`src/rtl/vz_pkg.sv`:
```
// Shared definitions for the VZ snapshot loader: FSM states, header constants
// and the FIFO entry layout.
package vz_pkg;
    typedef enum logic [2:0] {
        S_IDLE,
        S_HEADER,
        S_PAYLOAD,
        S_DRAIN,
        S_PATCH_LO,
        S_PATCH_HI,
        S_DONE,
        S_ERROR
    } vz_state_e;

    localparam logic [31:0] VZ_MAGIC      = 32'h56_5A_46_30;
    localparam logic [7:0]  VZ_TYPE_BASIC = 8'hF0;
    localparam logic [7:0]  VZ_TYPE_BIN   = 8'hF1;
    localparam int unsigned VZ_HDR_LEN    = 24;

    typedef struct packed {
        logic [15:0] addr;
        logic [7:0]  data;
    } vz_entry_t;
endpackage

```
`src/rtl/vz_loader_if.sv`:
```
// Download-stream, Z80 bus-handshake and RAM-write signals of the VZ loader.
interface vz_loader_if;
    logic        dn_go;
    logic [7:0]  dn_index;
    logic [15:0] dn_addr;
    logic [7:0]  dn_data;
    logic        dn_wr;
    logic        cpu_busak;
    logic        cpu_busrq;
    logic [15:0] ram_addr;
    logic [7:0]  ram_wdata;
    logic        ram_we;
    logic        busy;
    logic        done;
    logic        error;

    modport master (
        output dn_go, dn_index, dn_addr, dn_data, dn_wr, cpu_busak,
        input  cpu_busrq, ram_addr, ram_wdata, ram_we, busy, done, error
    );

    modport slave (
        input  dn_go, dn_index, dn_addr, dn_data, dn_wr, cpu_busak,
        output cpu_busrq, ram_addr, ram_wdata, ram_we, busy, done, error
    );
endinterface

```
`src/rtl/vz_fifo.sv`:
```
// Small synchronous FIFO of {address, data} RAM writes; clr flushes it.
module vz_fifo
    import vz_pkg::*;
#(
    parameter int DEPTH = 4
) (
    input  logic      clk,
    input  logic      rst_n,
    input  logic      clr,
    input  logic      push,
    input  vz_entry_t din,
    input  logic      pop,
    output vz_entry_t dout,
    output logic      full,
    output logic      empty
);
    localparam int AW = $clog2(DEPTH);

    vz_entry_t     mem_q [DEPTH];
    logic [AW:0]   wr_q, rd_q;

    assign empty = (wr_q == rd_q);
    assign full  = (wr_q[AW] != rd_q[AW]) && (wr_q[AW-1:0] == rd_q[AW-1:0]);
    assign dout  = mem_q[rd_q[AW-1:0]];

    always_ff @(posedge clk) begin
        if (!rst_n || clr) begin
            wr_q <= '0;
            rd_q <= '0;
        end else begin
            if (push) wr_q <= wr_q + 1'b1;
            if (pop)  rd_q <= rd_q + 1'b1;
        end
    end

    always_ff @(posedge clk) begin
        if (push && !clr) mem_q[wr_q[AW-1:0]] <= din;
    end
endmodule

```
`src/rtl/vz_loader.sv`:
```
// Parses a .vz download, streams its payload into RAM while the Z80 is held off
// the bus, then patches the BASIC end pointer or USR vector.
module vz_loader
    import vz_pkg::*;
#(
    parameter logic [7:0]  IDX           = 8'd1,
    parameter int          FIFO_DEPTH    = 4,
    parameter logic [15:0] BASIC_END_PTR = 16'h78F9,
    parameter logic [15:0] USR_PTR       = 16'h788E
) (
    input  logic        CLK10MHZ,
    input  logic        RESET,
    vz_loader_if.slave  bus
);
    vz_state_e   state_q, state_d;
    logic        go_q;
    logic [23:0] magic_q, magic_d;
    logic [7:0]  type_q, type_d;
    logic [15:0] start_q, start_d;
    logic [15:0] end_q, end_d;
    logic [15:0] ram_addr_q, ram_addr_d;
    logic [7:0]  ram_wdata_q, ram_wdata_d;
    logic        ram_we_q, ram_we_d;
    logic        done_q;

    logic        fifo_push, fifo_pop, fifo_clr, fifo_full, fifo_empty;
    vz_entry_t   fifo_din, fifo_dout;

    logic        idx_ok, go_rise, go_fall, wr_ok, in_hdr, is_basic;
    logic [15:0] off;

    assign idx_ok   = (bus.dn_index == IDX);
    assign go_rise  = bus.dn_go && !go_q && idx_ok;
    assign go_fall  = !bus.dn_go && go_q;
    assign wr_ok    = bus.dn_wr && idx_ok;
    assign in_hdr   = (bus.dn_addr < 16'(VZ_HDR_LEN));
    assign off      = bus.dn_addr - 16'(VZ_HDR_LEN);
    assign is_basic = (type_q == VZ_TYPE_BASIC);

    assign fifo_din = '{addr: start_q + off, data: bus.dn_data};

    vz_fifo #(.DEPTH(FIFO_DEPTH)) u_fifo (
        .clk   (CLK10MHZ),
        .rst_n (RESET),
        .clr   (fifo_clr),
        .push  (fifo_push),
        .din   (fifo_din),
        .pop   (fifo_pop),
        .dout  (fifo_dout),
        .full  (fifo_full),
        .empty (fifo_empty)
    );

    always_ff @(posedge CLK10MHZ) begin
        if (!RESET) state_q <= S_IDLE;
        else        state_q <= state_d;
    end

    always_comb begin
        state_d     = state_q;
        magic_d     = magic_q;
        type_d      = type_q;
        start_d     = start_q;
        end_d       = end_q;
        ram_we_d    = 1'b0;
        ram_addr_d  = ram_addr_q;
        ram_wdata_d = ram_wdata_q;
        fifo_push   = 1'b0;
        fifo_pop    = 1'b0;
        fifo_clr    = 1'b0;
        case (state_q)
            S_IDLE, S_DONE, S_ERROR: begin
                if (go_rise) begin
                    state_d  = S_HEADER;
                    magic_d  = '0;
                    fifo_clr = 1'b1;
                end
            end
            S_HEADER: begin
                if (go_fall) begin
                    state_d = S_ERROR;
                end else if (wr_ok && in_hdr) begin
                    case (bus.dn_addr[4:0])
                        5'd0: magic_d[23:16] = bus.dn_data;
                        5'd1: magic_d[15:8]  = bus.dn_data;
                        5'd2: magic_d[7:0]   = bus.dn_data;
                        5'd3: if ({magic_q, bus.dn_data} != VZ_MAGIC) state_d = S_ERROR;
                        5'd21: begin
                            type_d = bus.dn_data;
                            if (bus.dn_data != VZ_TYPE_BASIC && bus.dn_data != VZ_TYPE_BIN)
                                state_d = S_ERROR;
                        end
                        5'd22: start_d[7:0] = bus.dn_data;
                        5'd23: begin
                            start_d[15:8] = bus.dn_data;
                            end_d         = {bus.dn_data, start_q[7:0]};
                            state_d       = S_PAYLOAD;
                        end
                        default: ;
                    endcase
                end
            end
            S_PAYLOAD, S_DRAIN: begin
                fifo_pop = bus.cpu_busak && !fifo_empty;
                if (state_q == S_PAYLOAD && wr_ok && !in_hdr) begin
                    // A push into a full FIFO is only safe if a pop frees a slot this cycle.
                    if (fifo_full && !fifo_pop) begin
                        fifo_clr = 1'b1;
                        state_d  = S_ERROR;
                    end else begin
                        fifo_push = 1'b1;
                        end_d     = fifo_din.addr + 16'd1;
                    end
                end
                if (fifo_pop && !fifo_clr) begin
                    ram_we_d    = 1'b1;
                    ram_addr_d  = fifo_dout.addr;
                    ram_wdata_d = fifo_dout.data;
                end
                if (state_d != S_ERROR) begin
                    if (state_q == S_PAYLOAD && go_fall)
                        state_d = S_DRAIN;
                    else if (state_q == S_DRAIN && fifo_empty && bus.cpu_busak)
                        state_d = S_PATCH_LO;
                end
            end
            S_PATCH_LO: begin
                ram_we_d    = 1'b1;
                ram_addr_d  = is_basic ? BASIC_END_PTR : USR_PTR;
                ram_wdata_d = is_basic ? end_q[7:0] : start_q[7:0];
                state_d     = S_PATCH_HI;
            end
            S_PATCH_HI: begin
                ram_we_d    = 1'b1;
                ram_addr_d  = (is_basic ? BASIC_END_PTR : USR_PTR) + 16'd1;
                ram_wdata_d = is_basic ? end_q[15:8] : start_q[15:8];
                state_d     = S_DONE;
            end
            default: state_d = S_IDLE;
        endcase
    end

    always_ff @(posedge CLK10MHZ) begin
        if (!RESET) begin
            go_q        <= 1'b0;
            magic_q     <= '0;
            type_q      <= '0;
            start_q     <= '0;
            end_q       <= '0;
            ram_we_q    <= 1'b0;
            ram_addr_q  <= '0;
            ram_wdata_q <= '0;
            done_q      <= 1'b0;
        end else begin
            go_q        <= bus.dn_go;
            magic_q     <= magic_d;
            type_q      <= type_d;
            start_q     <= start_d;
            end_q       <= end_d;
            ram_we_q    <= ram_we_d;
            ram_addr_q  <= ram_addr_d;
            ram_wdata_q <= ram_wdata_d;
            done_q      <= (state_q == S_PATCH_HI);
        end
    end

    assign bus.ram_we    = ram_we_q;
    assign bus.ram_addr  = ram_addr_q;
    assign bus.ram_wdata = ram_wdata_q;
    assign bus.done      = done_q;
    assign bus.error     = (state_q == S_ERROR);
    assign bus.busy      = !(state_q inside {S_IDLE, S_DONE, S_ERROR});
    assign bus.cpu_busrq = state_q inside {S_PAYLOAD, S_DRAIN, S_PATCH_LO, S_PATCH_HI};
endmodule

```
`src/flat_wrapper.sv`:
```
// flat-port wrapper written by rule: the top's interface ports become plain ports
module vz_loader_flat import vz_pkg::*;
#(
    parameter logic [7:0]  IDX           = 8'd1,
    parameter int          FIFO_DEPTH    = 4,
    parameter logic [15:0] BASIC_END_PTR = 16'h78F9,
    parameter logic [15:0] USR_PTR       = 16'h788E
)
  (CLK10MHZ, RESET, bus_dn_go, bus_dn_index, bus_dn_addr, bus_dn_data, bus_dn_wr, bus_cpu_busak, bus_cpu_busrq, bus_ram_addr, bus_ram_wdata, bus_ram_we, bus_busy, bus_done, bus_error);
  vz_loader_if bus_i ();
  input  logic CLK10MHZ;
  input  logic RESET;
  input wire logic [$bits(bus_i.dn_go)-1:0] bus_dn_go;
  input wire logic [$bits(bus_i.dn_index)-1:0] bus_dn_index;
  input wire logic [$bits(bus_i.dn_addr)-1:0] bus_dn_addr;
  input wire logic [$bits(bus_i.dn_data)-1:0] bus_dn_data;
  input wire logic [$bits(bus_i.dn_wr)-1:0] bus_dn_wr;
  input wire logic [$bits(bus_i.cpu_busak)-1:0] bus_cpu_busak;
  output wire logic [$bits(bus_i.cpu_busrq)-1:0] bus_cpu_busrq;
  output wire logic [$bits(bus_i.ram_addr)-1:0] bus_ram_addr;
  output wire logic [$bits(bus_i.ram_wdata)-1:0] bus_ram_wdata;
  output wire logic [$bits(bus_i.ram_we)-1:0] bus_ram_we;
  output wire logic [$bits(bus_i.busy)-1:0] bus_busy;
  output wire logic [$bits(bus_i.done)-1:0] bus_done;
  output wire logic [$bits(bus_i.error)-1:0] bus_error;
  assign bus_i.dn_go = bus_dn_go;
  assign bus_i.dn_index = bus_dn_index;
  assign bus_i.dn_addr = bus_dn_addr;
  assign bus_i.dn_data = bus_dn_data;
  assign bus_i.dn_wr = bus_dn_wr;
  assign bus_i.cpu_busak = bus_cpu_busak;
  assign bus_cpu_busrq = bus_i.cpu_busrq;
  assign bus_ram_addr = bus_i.ram_addr;
  assign bus_ram_wdata = bus_i.ram_wdata;
  assign bus_ram_we = bus_i.ram_we;
  assign bus_busy = bus_i.busy;
  assign bus_done = bus_i.done;
  assign bus_error = bus_i.error;
  vz_loader #(.IDX(IDX), .FIFO_DEPTH(FIFO_DEPTH), .BASIC_END_PTR(BASIC_END_PTR), .USR_PTR(USR_PTR)) u_core (.CLK10MHZ(CLK10MHZ), .RESET(RESET), .bus(bus_i));
endmodule
```
`config.mk`:
```
export PLATFORM = sky130hd
export DESIGN_NAME = vz_loader_flat
export DESIGN_NICKNAME = d
export VERILOG_FILES = /design/src/rtl/vz_pkg.sv /design/src/rtl/vz_loader_if.sv /design/src/rtl/vz_fifo.sv /design/src/rtl/vz_loader.sv /design/src/flat_wrapper.sv
export SDC_FILE = /design/constraint.sdc
export NUM_CORES = 1
export LEC_CHECK = 0
export ABC_AREA = 1
export CAP_MARGIN = 20
export CORE_ASPECT_RATIO = 0.6
export CORE_MARGIN = 8
export CORE_UTILIZATION = 59
export DETAILED_ROUTE_END_ITERATION = 8
export PLACE_DENSITY = 0.8
export REMOVE_ABC_BUFFERS = 1
export SLEW_MARGIN = 20
export SYNTH_ARGS = -nofsm -noshare
export SYNTH_HDL_FRONTEND = slang
export SYNTH_SLANG_ARGS = --single-unit
```
`constraint.sdc`:
```
create_clock -name CLK10MHZ -period 3.23 [get_ports CLK10MHZ]
set_clock_uncertainty 0.2 [all_clocks]
set_input_delay 0.4845 -clock CLK10MHZ [delete_from_list [all_inputs] [get_ports CLK10MHZ]]
set_output_delay 0.4845 -clock CLK10MHZ [all_outputs]
set_load 0.02 [all_outputs]
```
Word-level counts from Yosys, hierarchy flattened
Memories as Yosys holds them, arrays and structs flattened. A register that Yosys moved wholly into a read port is not among the register bits.
Index checks and enable logic that the tools add are counted.
{"block": "op_classes", "add_sub_neg": 6, "magnitude_cmp": 1, "n_eq_ne": 36, "muxes": 48, "bitwise": 1, "reduce_logical": 45}
{"cell": "2-to-1 mux 16 bit", "n": 6}
{"cell": "2-to-1 mux 24 bit", "n": 3}
{"cell": "2-to-1 mux 8 bit", "n": 6}
{"cell": "one-hot mux 16 bit (3 select lines)", "n": 1}
{"cell": "one-hot mux 24 bit (2 select lines)", "n": 1}
{"cell": "2-to-1 mux 3 bit", "n": 11}
{"cell": "adder 16 x 1 -> 16 bit (second input constant)", "n": 2}
{"cell": "inequality test 32 x 31 -> 1 bit (second input constant)", "n": 1}
{"cell": "one-hot mux 16 bit (2 select lines)", "n": 1}
{"cell": "one-hot mux 8 bit (3 select lines)", "n": 1}
{"cell": "AND reduction 5 bit", "n": 4}
{"cell": "adder 16 bit", "n": 1}
{"cell": "logical AND 1 bit", "n": 16}
{"cell": "less-than comparator 16 x 5 -> 1 bit (second input constant)", "n": 1}
{"cell": "inequality test 8 bit (second input constant)", "n": 2}
{"cell": "subtractor 16 x 5 -> 16 bit (second input constant)", "n": 1}
{"cell": "equality test 5 bit (second input constant)", "n": 3}
{"cell": "one-hot mux 3 bit (5 select lines)", "n": 1}
{"cell": "equality test 3 bit (second input constant)", "n": 4}
{"cell": "AND reduction 4 bit", "n": 3}
{"cell": "2-to-1 mux 1 bit", "n": 11}
{"cell": "equality test 5 x 2 -> 1 bit (second input constant)", "n": 2}
{"cell": "inequality test 2 x 1 -> 1 bit (second input constant)", "n": 5}
{"cell": "inequality test 2 bit (second input constant)", "n": 5}
{"cell": "29 further kinds", "n": 45}
{"block": "word_totals", "ff_bits": 100, "ram_bits": 96, "out_inout_bits": 29, "memories": 1}
{"memory": "u_core.u_fifo.mem_q", "depth": 4, "width": 24, "rd": 1, "rd_clocked_by_memory_dff": 1, "wr": 1, "line_no": "vz_fifo.sv:19", "text": "vz_entry_t mem_q [DEPTH];"}

Logic depth before layout (Yosys ltp)
Gate-level depths: netlist of run 1.
{"block": "depth", "word_depth": 13, "mapped_depth": 20, "ltp_nobuf": 20}

Cells and area by module
From an unflattened synthesis of run 1, not the netlist that was laid out.
{"block": "hier_totals", "hier_cells": 1237, "area_unflattened_um2": 10291.1}
{"module": "vz_loader", "instances": 1, "cells_each": 898, "area_each_um2": 5895.7, "seq_area_each_um2": 1881.8}
{"module": "vz_fifo", "instances": 1, "cells_each": 339, "area_each_um2": 4395.5, "seq_area_each_um2": 3042.9}

Worst setup path before layout of run 1
Ideal clock, no wire load.
{"block": "synth_path", "path_type": "in2reg", "startpoint": "input bus_dn_addr[1]", "endpoint": "register u_core.end_q[13]", "arrival_time_ns": 2.638, "path_slack_ns": 0.260, "stages": 16, "path_buffers": 0, "cell_sequence": "ha_1 ha_1 inv_1 fa_1 inv_1 nand3_1 nor2_1 nand3_1 nor2_2 nand2_1 nor2_1 nand3_1 nand2_1 nand2_1 nand2_1 a21oi_1"}
{"element": "start: declaration", "line_no": "flat_wrapper.sv:15", "text": "input wire logic [$bits(bus_i.dn_addr)-1:0] bus_dn_addr;"}
{"element": "end signal: assignment", "line_no": "vz_loader.sv:159", "text": "end_q <= end_d;"}
{"element": "end: declaration", "line_no": "vz_loader.sv:20", "text": "logic [15:0] end_q, end_d;"}

==> run summary, run 1 <==
The clock tree synthesis step divided the H-tree into 4 levels. The number of hold-slack violations in the final timing report is 0. The post-layout worst setup margin came out at 0.0983 ns. Cells fill between 70 and 80% of the core in the end. The worst setup path is launched from a primary input.

For this run, the leading register cell type out of synthesis is dfxtp_1. The time the final worst path needs with I/O delays and setup came out at ~3.1 ns. The share of synthesized registers carrying an async set or reset came out at 0%. The sequential cell area fraction in the yosys report came out at between 50 and 60%. The flow ran to the end, and the final reports show no timing, DRC or antenna violations. The sum of routed wire length over all layers came out at roughly 28000 um.

The DRC marker count from the first detailed-route iteration came out at approximately 1300. The area taken by flip-flops and latches came out at 0.00492 sq mm. The first global-routing pass estimated between 40000 and 50000 um of wire. The die covers between 0.02 and 0.025 sq mm. The startpoint of the most critical register-to-register path is u_core.start_q[1]$_SDFFE_PN0P_. The synthesized cell area is about 0.0098 sq mm.

The data arrival at the endpoint of the critical path came out at about 3.2 ns. The via count of the first global-routing pass came out at around 8000. The site row count came out at 36. The total power draw came out at approximately 6.0 mW. The worst hold path terminates at u_core.magic_q[22]$_SDFFE_PN0P_. For this design the ratio of total power to cell area is approximately 500 mW/mm^2. For this run, the total global-route usage over all layers was measured as between 20 and 30%.

Synthesis produced about 1200 cells. The number of warnings printed during yosys synthesis is 0. The count of vias placed by the detailed router is roughly 9000. The detail-routed via count per cell is approximately 5.8. The height of the chip came out at approximately 120 um.

The cell sitting at the root of the clock tree is a clkbuf_16. The tightest min-delay check is of the flop to flop type. The number of antenna diodes in the final layout is 0. The final layout net count came out at ~1400.

After global routing the overflow that remains totals 0. The critical path is of the primary input to flop type. Leaving out fill and tap cells, the most frequent cell in the layout is nand2_1.

The tool flagged a number of max-cap violations equal to 0. For this run, design rule violations remaining after detail routing come to 0. The core region is approximately 0.016 sq mm. In this run the static leakage power is 4.93 nW. The pin count of the biggest net entering global routing came out at 53.

Averaged over all synthesized cells, the footprint is between 8 and 9 sq um. Along the worst hold path, the cell count comes to 2. The number of buffers created by CTS came out at 17. The library cells used most frequently in the layout, excluding fill and tap cells, are 193 x nand2_1, 149 x inv_1, 149 x nor2_1.

At the pin with the least slew margin, the transition time is between 0.8 and 0.9 ns. Data on the critical path is required at its endpoint by ~3.3 ns. The number of failing setup endpoints in the final timing report came out at 0. In this run the worst path has a maximum fanout of 3. From synthesis to final layout, the design area changed by 22.6%.

Once the floorplan was initialized, standard cells occupied between 60 and 70% of the core. The buffer depth of the longest clock path is 2. The worst setup path is captured at a flop. The I/O pin count is 66. Timing analysis after detailed placement gives a worst setup slack of -0.299 ns. The worst hold margin is 0.257 ns.

The proportion of layout cells with a drive suffix above 1 is 13.2%. The count of port buffers added during placement is 65. The number of antenna violations at the first check in global routing is 0. The unique cell type count in the Yosys netlist came out at 41.

The number of cells on the worst reg-to-reg path is 16. TritonCTS built the clock tree. The endpoint identified for the worst register-to-register timing path is u_core.end_q[13]$_SDFFE_PN0P_. Timing would allow up to between 300 and 400 MHz. After detailed routing, the average wire length per cell comes to ~18 um. The congestion estimate from routability-driven global placement came to a little over 0.9.

The hold path startpoint is u_core.magic_q[22]$_SDFFE_PN0P_. The worst reg-to-reg setup slack is between 0.3 and 0.4 ns. The first-pass iteration count of the detailed router came out at 6. The clock net sink count is ~200.

The multi-input combinational cells in the finished layout cover a total of 0.00414 sq mm. The peak supply drop is 0.301 mV. Dividing the final minimum period by the clock period gives just under 100%. The number of filler cells placed in the layout is about 1200. The count of final max-slew check failures is 0. The die span in x is between 150 and 200 um.

The headroom to the max-slew limit is 45.2%. The synthesized flop and latch total came out at between 150 and 200. The synthesized design contains 96 enable-type register cells. The residual antenna-violating net count after detailed routing is 0.

After clock tree synthesis, the clock-pin slew on the worst setup and hold paths is 0.07 ns. The later pin in the worst-skew pair is clocked with a latency of roughly 0.44 ns. The sum of net half-perimeters after detailed placement is a little over 20000 um.
[through the flow]
stage	instance area, sq um	setup TNS [ns]	std cells
3_5_place_dp	11300	-2.58	1521
2_1_floorplan	9590	0	1151
6_report	12000	0	1554
5_1_grt	12000	-0.0515	1554
4_1_cts	11900	0	1553
3_3_place_gp	11300	-1.67	1521
[Yosys cell counts, types with 2 or more instances]
cell type | number | share of area, %
a211oi_1 | 29 | 2.2
a21oi_1 | 94 | 4.8
a22oi_1 | 3 | 0.23
buf_2 | 3 | 0.15
buf_4 | 2 | 0.15
buf_6 | 2 | 0.23
clkbuf_1 | 33 | 1.3
clkinv_1 | 2 | 0.077
dfxtp_1 | 102 | 21
edfxtp_1 | 96 | 30
ha_1 | 35 | 4.5
inv_1 | 150 | 5.8
inv_2 | 8 | 0.31
nand2_1 | 195 | 7.5
nand2_2 | 3 | 0.19
nand3_1 | 56 | 2.9
nand3_2 | 4 | 0.41
nand3b_1 | 3 | 0.23
nand4_1 | 10 | 0.64
nor2_1 | 161 | 6.2
nor2_2 | 5 | 0.32
nor3_1 | 17 | 0.87
nor4_1 | 9 | 0.58
o21ai_0 | 120 | 6.1
o21ai_1 | 2 | 0.10
o21bai_1 | 2 | 0.15
o221a_2 | 3 | 0.35
o22ai_1 | 22 | 1.4
xnor2_1 | 3 | 0.27
xor2_1 | 6 | 0.54
[flip-flops by register name (all words and copies together), names as in the netlist, 3 cells and up, named ones only]
register              count
u_core.bus.ram_wdata      8
u_core.start_q           16
u_core.u_fifo.wr_q        3
u_core.state_q            3
u_core.magic_q           24
u_core.bus.ram_addr      16
u_core.type_q             8
u_core.u_fifo.rd_q        3
u_core.u_fifo.mem_q      96
u_core.end_q             16
[repair_timing]
action	in CTS	in global routing
hold buffers	0	0
resized for setup	0	18
endpoints found under the setup margin	0	4
buffers inserted	0	1
[routing by layer]
| layer | GRT usage, % | routed length (um) |
|---|---|---|
| met4 | 8.32 | 593 |
| met5 | 0 | 0 |
| met2 | 39.3 | 11900 |
| met3 | 10.0 | 3760 |
| met1 | 36.5 | 12200 |
[area by class of cell]
class	count	area share, %
Inverter	160	5.02
Multi-Input combinational cell	793	34.6
Clock inverter	14	1.57
Timing Repair Buffer	162	11.9
Clock buffer	18	3.58
Sequential cell	198	41.1
Tap cell	209	2.18
[worst max path at each step]
stage,slack [ns],startpoint,depth (start not counted),to
final,0.1,bus_dn_addr[1],17,u_core.end_q[13]$_SDFFE_PN0P_
after detailed placement,-0.30,bus_dn_addr[1],17,u_core.end_q[13]$_SDFFE_PN0P_
after global placement,-0.24,bus_dn_addr[1],17,u_core.end_q[13]$_SDFFE_PN0P_
after global routing,-0.05,bus_dn_addr[1],20,u_core.end_q[13]$_SDFFE_PN0P_
after CTS,0.12,bus_dn_addr[1],17,u_core.end_q[15]$_SDFFE_PN0P_
after floorplan,0.23,bus_dn_addr[1],16,u_core.end_q[13]$_SDFFE_PN0P_
[kinds of logic after synthesis]
logic type | count (synthesis) | share of synthesized area, %
AND/OR/NAND/NOR | 471 | 20.6
AO/OA/AOI/OAI | 277 | 15.6
buffers and inverters | 200 | 7.95
flip-flops | 198 | 50.4
adder cells (fa/ha/maj) | 36 | 4.69
XOR/XNOR | 9 | 0.807
[critical path: stages]
cell and delay (ns):
clkdlybuf4s50_1 0.44, ha_1 0.31, ha_1 0.22, inv_1 0.08
fa_2 0.44, inv_2 0.09, nand3_2 0.08, nor2_2 0.14
nand3_1 0.12, nor2_2 0.20, nand2_1 0.13, nor2_2 0.16
nand3_1 0.09, nand2_1 0.07, nand2_1 0.05, nand2_1 0.06
a21oi_1 0.06
[report_power, final]
group | total [mW] | switching, mW | internal [mW]
registers | 2.80 | 0.0484 | 2.75
clock network | 2.17 | 0.991 | 1.18
logic | 1.02 | 0.656 | 0.369
total | 5.99 | 1.70 | 4.30
Note: power is estimated with default switching activity, not from simulation.
==> inputs of run 2 (changes only) <==
--- a/config.mk
+++ b/config.mk
@@ -6,6 +6,7 @@
 export NUM_CORES = 1
 export LEC_CHECK = 0
 export ABC_AREA = 1
+export ABC_CLOCK_PERIOD_IN_PS = 3230
 export CAP_MARGIN = 20
 export CORE_ASPECT_RATIO = 0.6
 export CORE_MARGIN = 8
==> results of run 2 <==
Same layout as run 1: the final DEF is identical, and so are final timing and power.
